File: config.mk
export PLATFORM = sky130hd
export DESIGN_NAME = rah_tx_packer
export DESIGN_NICKNAME = d
export VERILOG_FILES = /design/src/rtl/rah_pkg.sv /design/src/rtl/rah_tx_packer.sv
export SDC_FILE = /design/constraint.sdc
export NUM_CORES = 1
export LEC_CHECK = 0
export CORE_ASPECT_RATIO = 1.1
export CORE_MARGIN = 2
export CORE_UTILIZATION = 25
export DETAILED_ROUTE_END_ITERATION = 6
export GPL_TIMING_DRIVEN = 0
export PLACE_DENSITY_LB_ADDON = 0.2
export RECOVER_POWER = 25
export SYNTH_ARGS = -nofsm -noshare
export SYNTH_HDL_FRONTEND = slang
export SYNTH_SLANG_ARGS = --single-unit
File: constraint.sdc
create_clock -name clk -period 7 [get_ports clk]
set_input_delay 0.7 -clock clk [delete_from_list [all_inputs] [get_ports clk]]
set_output_delay 0.7 -clock clk [all_outputs]
set_load 0.005 [all_outputs]
File: src/rtl/rah_pkg.sv
// Shared RAH transmit-path constants and the packer state encoding.
`default_nettype none

package rah_pkg;

   localparam int RAH_PACKET_WIDTH = 48;
   localparam int MIPI_DATA_WIDTH  = 64;
   localparam int FILL_WIDTH       = $clog2(MIPI_DATA_WIDTH) + 1;

   typedef enum logic {
      RUN   = 1'b0,
      FLUSH = 1'b1
   } pack_state_t;

endpackage

`default_nettype wire

File: src/rtl/rah_tx_packer.sv
// 48-to-64 bit LSB-first gearbox: packs RAH packets into MIPI TX words and
// pads the tail of each burst.
`default_nettype none

module rah_tx_packer
   import rah_pkg::*;
#(
   parameter int   IN_WIDTH  = RAH_PACKET_WIDTH,
   parameter int   OUT_WIDTH = MIPI_DATA_WIDTH,
   parameter logic PAD_VALUE = 1'b0
) (
   input  logic                         clk,
   input  logic                         rst,
   input  logic                         in_valid,
   output logic                         in_ready,
   input  logic [IN_WIDTH-1:0]          in_data,
   input  logic                         in_last,
   output logic                         out_valid,
   input  logic                         out_ready,
   output logic [OUT_WIDTH-1:0]         out_data,
   output logic                         out_last,
   output logic [$clog2(OUT_WIDTH):0]   fill_level
);

   localparam int FW = $clog2(OUT_WIDTH) + 1;

   pack_state_t                       state;
   logic [OUT_WIDTH-1:0]              residue;
   logic [OUT_WIDTH+IN_WIDTH-1:0]     combined;
   logic [FW-1:0]                     total;
   logic [FW-1:0]                     remain;
   logic                              word_full;
   logic                              accept;
   logic                              out_free;

   // Residue bits above fill_level are always zero, so OR-ing in the shifted
   // word appends it directly above the held bits.
   assign combined  = {{IN_WIDTH{1'b0}}, residue} | ({{OUT_WIDTH{1'b0}}, in_data} << fill_level);
   assign total     = fill_level + FW'(IN_WIDTH);
   assign word_full = total >= FW'(OUT_WIDTH);
   assign remain    = total - FW'(OUT_WIDTH);
   assign out_free  = !out_valid || out_ready;
   assign in_ready  = (state == RUN) && out_free;
   assign accept    = in_valid && in_ready;

   function automatic logic [OUT_WIDTH-1:0] pad_word(input logic [OUT_WIDTH-1:0] data,
                                                     input logic [FW-1:0]        nbits);
      logic [OUT_WIDTH-1:0] w;
      w = '0;
      for (int i = 0; i < OUT_WIDTH; i++) begin
         w[i] = (i < int'(nbits)) ? data[i] : PAD_VALUE;
      end
      return w;
   endfunction

   always_ff @(posedge clk or posedge rst) begin
      if (rst) begin
         state      <= RUN;
         residue    <= '0;
         fill_level <= '0;
         out_valid  <= 1'b0;
         out_last   <= 1'b0;
         out_data   <= '0;
      end else begin
         if (out_valid && out_ready) begin
            out_valid <= 1'b0;
         end
         case (state)
            RUN: begin
               if (accept) begin
                  if (word_full) begin
                     out_data   <= combined[OUT_WIDTH-1:0];
                     out_valid  <= 1'b1;
                     residue    <= OUT_WIDTH'(combined >> OUT_WIDTH);
                     fill_level <= remain;
                     out_last   <= in_last && (remain == '0);
                     if (in_last && (remain != '0)) begin
                        state <= FLUSH;
                     end
                  end else if (in_last) begin
                     // Short burst tail: pad and close the burst in one word.
                     out_data   <= pad_word(combined[OUT_WIDTH-1:0], total);
                     out_valid  <= 1'b1;
                     out_last   <= 1'b1;
                     residue    <= '0;
                     fill_level <= '0;
                  end else begin
                     residue    <= combined[OUT_WIDTH-1:0];
                     fill_level <= total;
                  end
               end
            end
            FLUSH: begin
               if (out_free) begin
                  out_data   <= pad_word(residue, fill_level);
                  out_valid  <= 1'b1;
                  out_last   <= 1'b1;
                  residue    <= '0;
                  fill_level <= '0;
                  state      <= RUN;
               end
            end
            default: state <= RUN;
         endcase
      end
   end

endmodule

`default_nettype wire

# == Word level (Yosys, flattened, before mapping) ==
# Index checks and enable logic that the tools add are counted.
# totals
in_bits,53
wordCells,313
register_bits,138
out_inout_bits,74
# op_classes
bitwise_logic,2
magnitude_cmp,129
n_reduce_logical,11
eq_ne,3
mux,159
addsub,2
n_shift,1
# op_table
cell,n
64-bit 2-to-1 mux,8
6-bit by 7-bit less-than comparator with 1-bit output (first input constant),64
64-bit one-hot mux with 2 select lines,2
5-bit by 7-bit less-than comparator with 1-bit output (first input constant),32
1-bit 2-to-1 mux,141
4-bit by 7-bit less-than comparator with 1-bit output (first input constant),16
64-bit by 112-bit bitwise OR with 112-bit output,1
48-bit by 7-bit left shift with 112-bit output,1
3-bit by 7-bit less-than comparator with 1-bit output (first input constant),8
1-bit by 7-bit less-than comparator with 1-bit output (first input constant),4
2-bit by 7-bit less-than comparator with 1-bit output (first input constant),4
7-bit 2-to-1 mux,4
7-bit one-hot mux with 2 select lines,1
7-bit by 6-bit adder with 7-bit output (second input constant),1
7-bit greater-or-equal comparator (second input constant),1
7-bit logical NOT,1
7-bit nonzero test,1
7-bit subtractor (second input constant),1
1-bit one-hot mux with 2 select lines,3
1-bit logical AND,5
3-bit inequality test (second input constant),1
3-bit AND reduction,1
2-bit by 1-bit inequality test with 1-bit output (second input constant),1
2-bit inequality test (second input constant),1
4 further kinds,4

# == Longest topological paths before layout ==
# Gate-level depths: netlist of run 1.
# logic_depth
ltp_word,8
ltp_mapped,13
mapped_depth_nobuf,7

# == Worst setup path before layout of run 1 ==
# No wires, ideal clock.
# synth_timing
kind,register -> register
from,register fill_level[4]
to,register out_data[48]
path_slack_ps,4238
required_ps,6873
path_buffers,5
period_less_slack_ps,2762
setup_time_ps,127
t_arrival_ps,2635
stages_incl_launch_ff,13
path_cell_list,dfrtp_1 buf_4 inv_1 buf_2 buf_1 ha_1 and2_2 o211a_1 buf_2 a21o_4 buf_4 a221oi_1 nor2_1
# synth_via
elab_chain_len,7
word_cells_on_any_way,15
classes_between,1 x add/sub; 3 x order compare; 1 x eq/ne; 1 x shift; 7 x mux; 1 x bitwise; 1 x reduce/logical
# synth_lines
element,line_no,source
from (decl),rah_tx_packer.sv:22,output logic [$clog2(OUT_WIDTH):0] fill_level
from (signal assigned),rah_tx_packer.sv:75,fill_level <= remain;
from (signal assigned),rah_tx_packer.sv:89,fill_level <= total;
7-bit by 6-bit adder with 7-bit output / 48-bit by 7-bit left shift with 112-bit output (equally long branches),"rah_tx_packer.sv:39, rah_tx_packer.sv:38",
6-bit by 7-bit less-than comparator with 1-bit output / 64-bit by 112-bit bitwise OR with 112-bit output (equally long branches),"rah_tx_packer.sv:51, rah_tx_packer.sv:38",
1-bit 2-to-1 mux,rah_tx_packer.sv:51,w[i] = (i < int'(nbits)) ? data[i] : PAD_VALUE;
64-bit 2-to-1 mux,rah_tx_packer.sv:80,end else if (in_last) begin
64-bit 2-to-1 mux,rah_tx_packer.sv:71,if (word_full) begin
64-bit 2-to-1 mux,rah_tx_packer.sv:70,if (accept) begin
64-bit one-hot mux with 2 select lines,rah_tx_packer.sv:68,case (state)
to (signal assigned),rah_tx_packer.sv:72,out_data <= combined[OUT_WIDTH-1:0];
to (signal assigned),rah_tx_packer.sv:82,"out_data <= pad_word(combined[OUT_WIDTH-1:0], total);"
to (signal assigned),rah_tx_packer.sv:95,"out_data <= pad_word(residue, fill_level);"
to (decl),rah_tx_packer.sv:20,"output logic [OUT_WIDTH-1:0] out_data,"
# Parallel ways exist; a longest one is shown, timed or not. The select of a mux whose other input is x is not followed.
# A chain may end at the register's enable or synchronous reset.

# == Worst setup path in the final report of run 1 ==
# layout_timing
from,register fill_level[5]
to,register out_data[0]
# layout_via
elab_chain_len,7
word_cells_on_any_way,15
classes_between,1 x add/sub; 3 x order compare; 1 x eq/ne; 1 x shift; 7 x mux; 1 x bitwise; 1 x reduce/logical
# layout_lines
element,line_no
7-bit by 6-bit adder with 7-bit output / 48-bit by 7-bit left shift with 112-bit output (equally long branches),"rah_tx_packer.sv:39, rah_tx_packer.sv:38"
1-bit by 7-bit less-than comparator with 1-bit output / 64-bit by 112-bit bitwise OR with 112-bit output (equally long branches),"rah_tx_packer.sv:51, rah_tx_packer.sv:38"
1-bit 2-to-1 mux,rah_tx_packer.sv:51
64-bit 2-to-1 mux,rah_tx_packer.sv:80
64-bit 2-to-1 mux,rah_tx_packer.sv:71
64-bit 2-to-1 mux,rah_tx_packer.sv:70
64-bit one-hot mux with 2 select lines,rah_tx_packer.sv:68
# Parallel ways exist; a longest one is shown, timed or not. The select of a mux whose other input is x is not followed.

==> reports/qor.yml, run 1 <==
outcome: "finished with violations"
violations: "capacitance limit, slew limit"
p_sw_mw: 2.25
endpoint: "out_data[0]"
rows: 66
place_congestion: 0.914
synth_mux_area_share_pct: 4.36
maxSlewViolCount: 63
grt_pass1_vias: 7214
final_cell_mix: "nor2_1, dfrtp_1, clkdlybuf4s50_1"
portBuffers: 122
internal-power_mw: 2.79
cts_setup_buffers: 0
clock_power_share_pct: 18.5
crit_type: "register to register"
ys_types: 46
peakVddDrop_uv: 162
path_max_fanout: 11
critPathLaunchType: "register"
clockRootBuffer: "clkbuf_16"
diodes: 0
setup_viol: 0
tightest_slew_ns: 3.03
synth_fa_ha_area_share_pct: 0.338
synth_compound_area_share_pct: 29.3
core_area_mm2: 0.0294
worstHoldPathType: "register to register"
r2r_slack_ns: 3.32
synth_xor_area_share_pct: 0.118
synth-main-ff-cell: "dfrtp_1"
cp-startpoint: "fill_level[5]"
cts_buffer_depth: 2
start_util_pct: 25.2
synth_cells: 870
regArea_mm2: 0.00335
wl_met3_um: 1140
synth_edf_count: 0
grt_max_degree: 73
top_layer_used: "met4"
nets: 1070
dpl.cell_count: 1370
cts_tree: "done"
vias: 7113
synth_area_mm2: 0.00741
synth-seq-cells: 134
arrival_ns: 3.97
fin_crit_sh_pct: 52.6
initialDrtViolationCount: 535
drive_gt1_share_pct: 7.59
syn_to_final_growth_pct: 31.4
fillCellCount: 3115
slew_headroom_pct: -103
h-tree-depth: 4
cts.sink_count: 134
track_usage_pct: 18.9
grt_overflow: 0
cp_data_required_time_ns: 7.29
route.detailed.drc: 0
max_freq_ghz: 0.271
power_frac_seq_pct: 26.8
via_per_inst: 5.07
firstDrtPassIters: 5
cts_buffers: 17
p_leak_nw: 4.09
synth-simple-area-share_pct: 14.8
wl_um: 28800
grt_pass1_wl_um: 44600
end_kind: "register"
r2r_start: "fill_level[5]"
pwr_density_cell_mw_per_mm2: 517
ys_async_sr_fraction_pct: 100
wl_met1_um: 13600
cts_resized: 0
hp-start: "out_data[27]"
clock_latency_ns: 0.42
die_w_um: 168
swShare_pct: 44.7
antenna_found_initial: 0
grt_setup_unrepaired: "no"
comb_power_share_pct: 54.7
path_clk_slew_ns: 0.06
multi_input_area_mm2: 0.00364
yosysWarnings: 0
maxCapViolations: 1
ys_seq_area_share_pct: 45.2
r2r_end: "out_data[0]"
dp_hpwl_um: 22600
hold_viol_final: 0
drt.antenna.violating_nets: 0
skew_ns: 0.00631
min_period_ns: 3.68
stdcell_count: 1402
reg2reg_depth: 11
postSynthAreaPerCell_um2: 8.52
holdBufCountCts: 0
tns_ns: 0
dieHeight_um: 185
dieArea_mm2: 0.0310
wl_met2_um: 13400
final_common_cell: "nor2_1"
wl_per_cell_um: 20.6
synth_top_family_by_area: "compound AO/OA/AOI/OAI gates"
fin_hold_ws_ns: 0.477
io_pins: 127
==> worst max-delay path, stage by stage, from the launching register on <==
cell,delay [ns]
dfrtp_1,0.34
buf_2,0.24
clkinv_1,0.38
clkbuf_1,0.37
ha_1,0.48
and2_2,0.25
o21ai_2,0.10
a31o_1,0.22
buf_2,0.16
clkbuf_1,0.33
a221oi_1,0.58
nor2_1,0.08
==> worst min path at each step <==
stage | endpoint | slack, ns | cells past startpoint
finish | out_data[27] | 0.48 | 2
global route | out_data[24] | 0.50 | 2
CTS | out_data[15] | 0.48 | 2
detailed placement | out_data[15] | 0.47 | 2
global placement | residue[40] | 0.46 | 2
floorplan | residue[47] | 0.45 | 2
==> metrics by stage <==
step	power (mW)	area, µm²	setup WS (ns)	utilization [%]
2_1_floorplan	3.00	7420	2.72	-
3_3_place_gp	4.09	9110	0.280	31.0
3_5_place_dp	4.11	9150	3.33	31.1
4_1_cts	5.07	9740	3.31	33.1
5_1_grt	5.42	9740	3.04	33.1
6_report	5.04	9740	3.32	33.1
==> synthesized netlist by cell type (3+ instances only) <==
| cell type | count | area share, % |
|---|---|---|
| nor2_1 | 147 | 7.4 |
| dfrtp_1 | 134 | 45 |
| a21oi_1 | 115 | 7.8 |
| nand2_1 | 93 | 4.7 |
| o21ai_0 | 43 | 2.9 |
| clkbuf_1 | 36 | 1.8 |
| a221oi_1 | 31 | 3.7 |
| mux2i_1 | 30 | 4.1 |
| buf_2 | 28 | 1.9 |
| inv_1 | 19 | 0.96 |
| o22ai_1 | 19 | 1.6 |
| nand3_1 | 18 | 1.2 |
| a22o_1 | 17 | 2.0 |
| a21o_1 | 16 | 1.6 |
| a221o_1 | 16 | 2.2 |
| o221ai_1 | 16 | 1.9 |
| o31ai_1 | 16 | 1.6 |
| o32ai_1 | 15 | 1.8 |
| o21ai_1 | 11 | 0.74 |
| buf_4 | 7 | 0.71 |
| buf_1 | 6 | 0.30 |
| a31oi_1 | 4 | 0.34 |
| nand2b_1 | 3 | 0.25 |
| nor2b_1 | 3 | 0.25 |
==> logic make-up after synthesis <==
group,after synthesis
compound gates,329
xor+xnor,1
fa+ha+maj,2
buf+inv,99
flops,134
mux,32
other cells,1
simple gates,272
==> registers in the layout, indices dropped and copies added (netlist names) <==
| register | cells |
|---|---|
| fill_level | 3 |
| out_data | 64 |
| out_last | 1 |
| out_valid | 1 |
| residue | 64 |
| state | 1 |
==> cell type report <==
cell class / instances / area share, %
multi-input combinational: 640 / 37.3
sequential: 134 / 34.4
timing repair buffer: 123 / 12.8
tap: 374 / 4.80
clock buffer: 19 / 4.55
buffer: 77 / 3.60
clock inverter: 13 / 1.59
inverter: 22 / 0.861
==> power by group through the flow <==
stage / clock (mW) / sequential [mW] / combinational (mW)
2_1_floorplan: 0 / 1.33 / 1.67
3_3_place_gp: 0 / 1.36 / 2.73
3_5_place_dp: 0 / 1.36 / 2.75
4_1_cts: 0.951 / 1.35 / 2.77
5_1_grt: 0.985 / 1.40 / 3.04
6_report: 0.930 / 1.35 / 2.76
==> per-layer routing <==
metal,vias to the layer above,GRT usage (%)
li1,3430,-
met1,3438,25.6
met2,207,30.5
met3,38,3.07
met4,0,6.86
met5,-,0
No activity file was read; power rests on OpenSTA's default activity.
==> run 2, diff against run 1 <==
==> constraint.sdc (replaced) <==
create_clock -name clk -period 3.8 [get_ports clk]
set_input_delay 0.38 -clock clk [delete_from_list [all_inputs] [get_ports clk]]
set_output_delay 0.38 -clock clk [all_outputs]
set_load 0.005 [all_outputs]
==> run 2 against run 1 <==
The run still ends with capacitance limit, slew limit left. Combinational power rose by 86%. First-iteration DRC count rose by 14%. Via count up 1.8%. Cell count increased by 0.14%. Global-route usage fell by 0.14 points. Sequential share of layout area is 0.19 points lower. Critical endpoint is now out_data[19]. Largest power group unchanged.
==> reports/qor.yml, run 2 (synthesis results as in run 1) <==
outcome: "finished with violations"  # unchanged
violations: "capacitance limit, slew limit"  # unchanged
r2r_start: "fill_level[5]"  # unchanged
die_w_um: 168  # unchanged
pwr_density_cell_mw_per_mm2: 961  # was 517 mW/mm²
end_kind: "register"  # unchanged
maxCapViolations: 2  # was 1
final_cell_mix: "nor2_1, dfrtp_1, clkdlybuf4s50_1"  # unchanged
tns_ns: 0  # unchanged
critPathLaunchType: "register"  # unchanged
fin_crit_sh_pct: 94.8  # was 52.6%
io_pins: 127  # unchanged
rows: 66  # unchanged
vias: 7240  # was 7113
clock_latency_ns: 0.42  # about the same
via_per_inst: 5.16  # was 5.07
slew_headroom_pct: -22.8  # was -103%
worstHoldPathType: "register to register"  # unchanged
path_cells: "buf_2 -> clkinv_1 -> clkbuf_1 -> ha_1 -> and2_2 -> o21ai_2 -> a31o_1 -> buf_2 -> buf_2 -> buf_2 -> nand2_1 -> o21ai_1"  # was buf_2 -> clkinv_1 -> clkbuf_1 -> ha_1 -> and2_2 -> o21ai_2 -> a31o_1 -> buf_2 -> clkbuf_1 -> a221oi_1 -> nor2_1
setup_viol: 0  # unchanged
final_common_cell: "nor2_1"  # unchanged
tightest_slew_ns: 1.84  # was 3.03 ns
initialDrtViolationCount: 611  # was 535
skew_ns: 0.00841  # was 0.00631 ns
path_clk_slew_ns: 0.06  # about the same
maxSlewViolCount: 67  # was 63
dieHeight_um: 185  # unchanged
slowest_delay_ns: 0.46  # was 0.58 ns
min_period_ns: 3.60  # was 3.68 ns
critPathSlowestCell: "ha_1"  # was a221oi_1
dp_hpwl_um: 22600  # about the same
core_area_mm2: 0.0294  # unchanged
regArea_mm2: 0.00335  # unchanged
reg_top3: "out_data (64), residue (64), fill_level (3)"  # unchanged
start_util_pct: 25.2  # unchanged
max_freq_ghz: 0.278  # was 0.271 GHz
grt_pass1_vias: 7258  # was 7214
drive_gt1_share_pct: 8.16  # was 7.59%
fillCellCount: 3101  # was 3115
hp-start: "out_data[29]"  # was out_data[27]
p_leak_nw: 4.12  # was 4.09 nW
crit_type: "register to register"  # unchanged
grt_max_degree: 41  # was 73
dpl.cell_count: 1372  # was 1370
cts.sink_count: 134  # unchanged
antenna_found_initial: 0  # unchanged
nets: 1072  # was 1070
holdBufCountCts: 0  # unchanged
track_usage_pct: 18.8  # was 18.9%
grt_pass1_wl_um: 44300  # was 44600 µm
firstDrtPassIters: 6  # was 5
path_max_fanout: 11  # unchanged
cts_buffer_depth: 2  # unchanged
clockRootBuffer: "clkbuf_16"  # unchanged
diodes: 0  # unchanged
drt.antenna.violating_nets: 0  # unchanged
multi_input_area_mm2: 0.00365  # was 0.00364 mm²
portBuffers: 122  # unchanged
peakVddDrop_uv: 306  # was 162 µV
place_congestion: 0.900  # was 0.914
wl_per_cell_um: 20.6  # about the same
route.detailed.drc: 0  # unchanged
grt_setup_unrepaired: "no"  # unchanged
cp-startpoint: "fill_level[5]"  # unchanged
h-tree-depth: 4  # unchanged
stdcell_count: 1404  # was 1402
wl_um: 28900  # was 28800 µm
cts_tree: "done"  # unchanged
cp_data_required_time_ns: 4.15  # was 7.29 ns
dieArea_mm2: 0.0310  # unchanged
arrival_ns: 3.95  # was 3.97 ns
grt_overflow: 0  # unchanged
cts_buffers: 17  # unchanged
syn_to_final_growth_pct: 32.1  # was 31.4%
path_common_cell: "buf_2"
hold_viol_final: 0  # unchanged
cts_setup_buffers: 0  # unchanged
## run 2: stage by stage
stage	instance area (µm²)	hold slack (ns)	worst slack [ns]	power, mW	util [%]
floorplan	7430	0.450	1.04	5.52	-
global placement	9120	0.463	0.0710	7.54	31.0
detailed placement	9180	0.472	0.111	7.56	31.2
CTS	9810	0.486	0.0813	9.41	33.4
global route	9790	0.510	0.0289	10.1	33.3
finish	9790	0.478	0.198	9.41	33.3
## run 2: final timing paths
kind | end | slack [ns] | depth (start not counted)
worst max register to register | out_data[19] | 0.20 | 12
max in group asynchronous | fill_level[5] | 0.69 | 3
worst min register to register | out_data[29] | 0.48 | 2
worst min-delay path | out_data[29] | 0.48 | 2
worst max-delay path | out_data[19] | 0.20 | 12
min in group asynchronous | out_data[4] | 0.79 | 2
## run 2: critical path: cells and delay by family (launching register included)
family	cells	cell delay (ns)
buf+inv	6	1.81
compound gates	3	0.55
fa+ha+maj	1	0.46
flops	1	0.35
simple gates	2	0.33
## run 2: layout make-up
| class | count | area share (%) |
|---|---|---|
| clock buffers | 20 | 4.66 |
| well taps | 374 | 4.78 |
| plain buffers | 77 | 3.60 |
| inverters | 22 | 0.856 |
| flip-flops and latches | 134 | 34.2 |
| multi-input cells | 640 | 37.3 |
| repair buffers | 125 | 12.8 |
| clock inverters | 12 | 1.80 |
## run 2: where the power goes
group | internal [mW] | switching, mW | leakage, nW
clock network | 1.13 | 0.675 | 0.306
registers | 2.09 | 0.399 | 1.73
logic | 2.00 | 3.11 | 2.08
## run 2: metal layers
| layer | wire (µm) | GRT usage, % |
|---|---|---|
| met2 | 13500 | 31.0 |
| met5 | 0 | 0 |
| met3 | 1460 | 2.86 |
| met4 | 615 | 6.48 |
| met1 | 13300 | 25.1 |
## run 2: what timing repair did
| item | in CTS | in global routing |
|---|---|---|
| endpoints found under the hold margin | 0 | 0 |
| endpoints found under the setup margin | 0 | 15 |
| gates resized for setup | 0 | 7 |
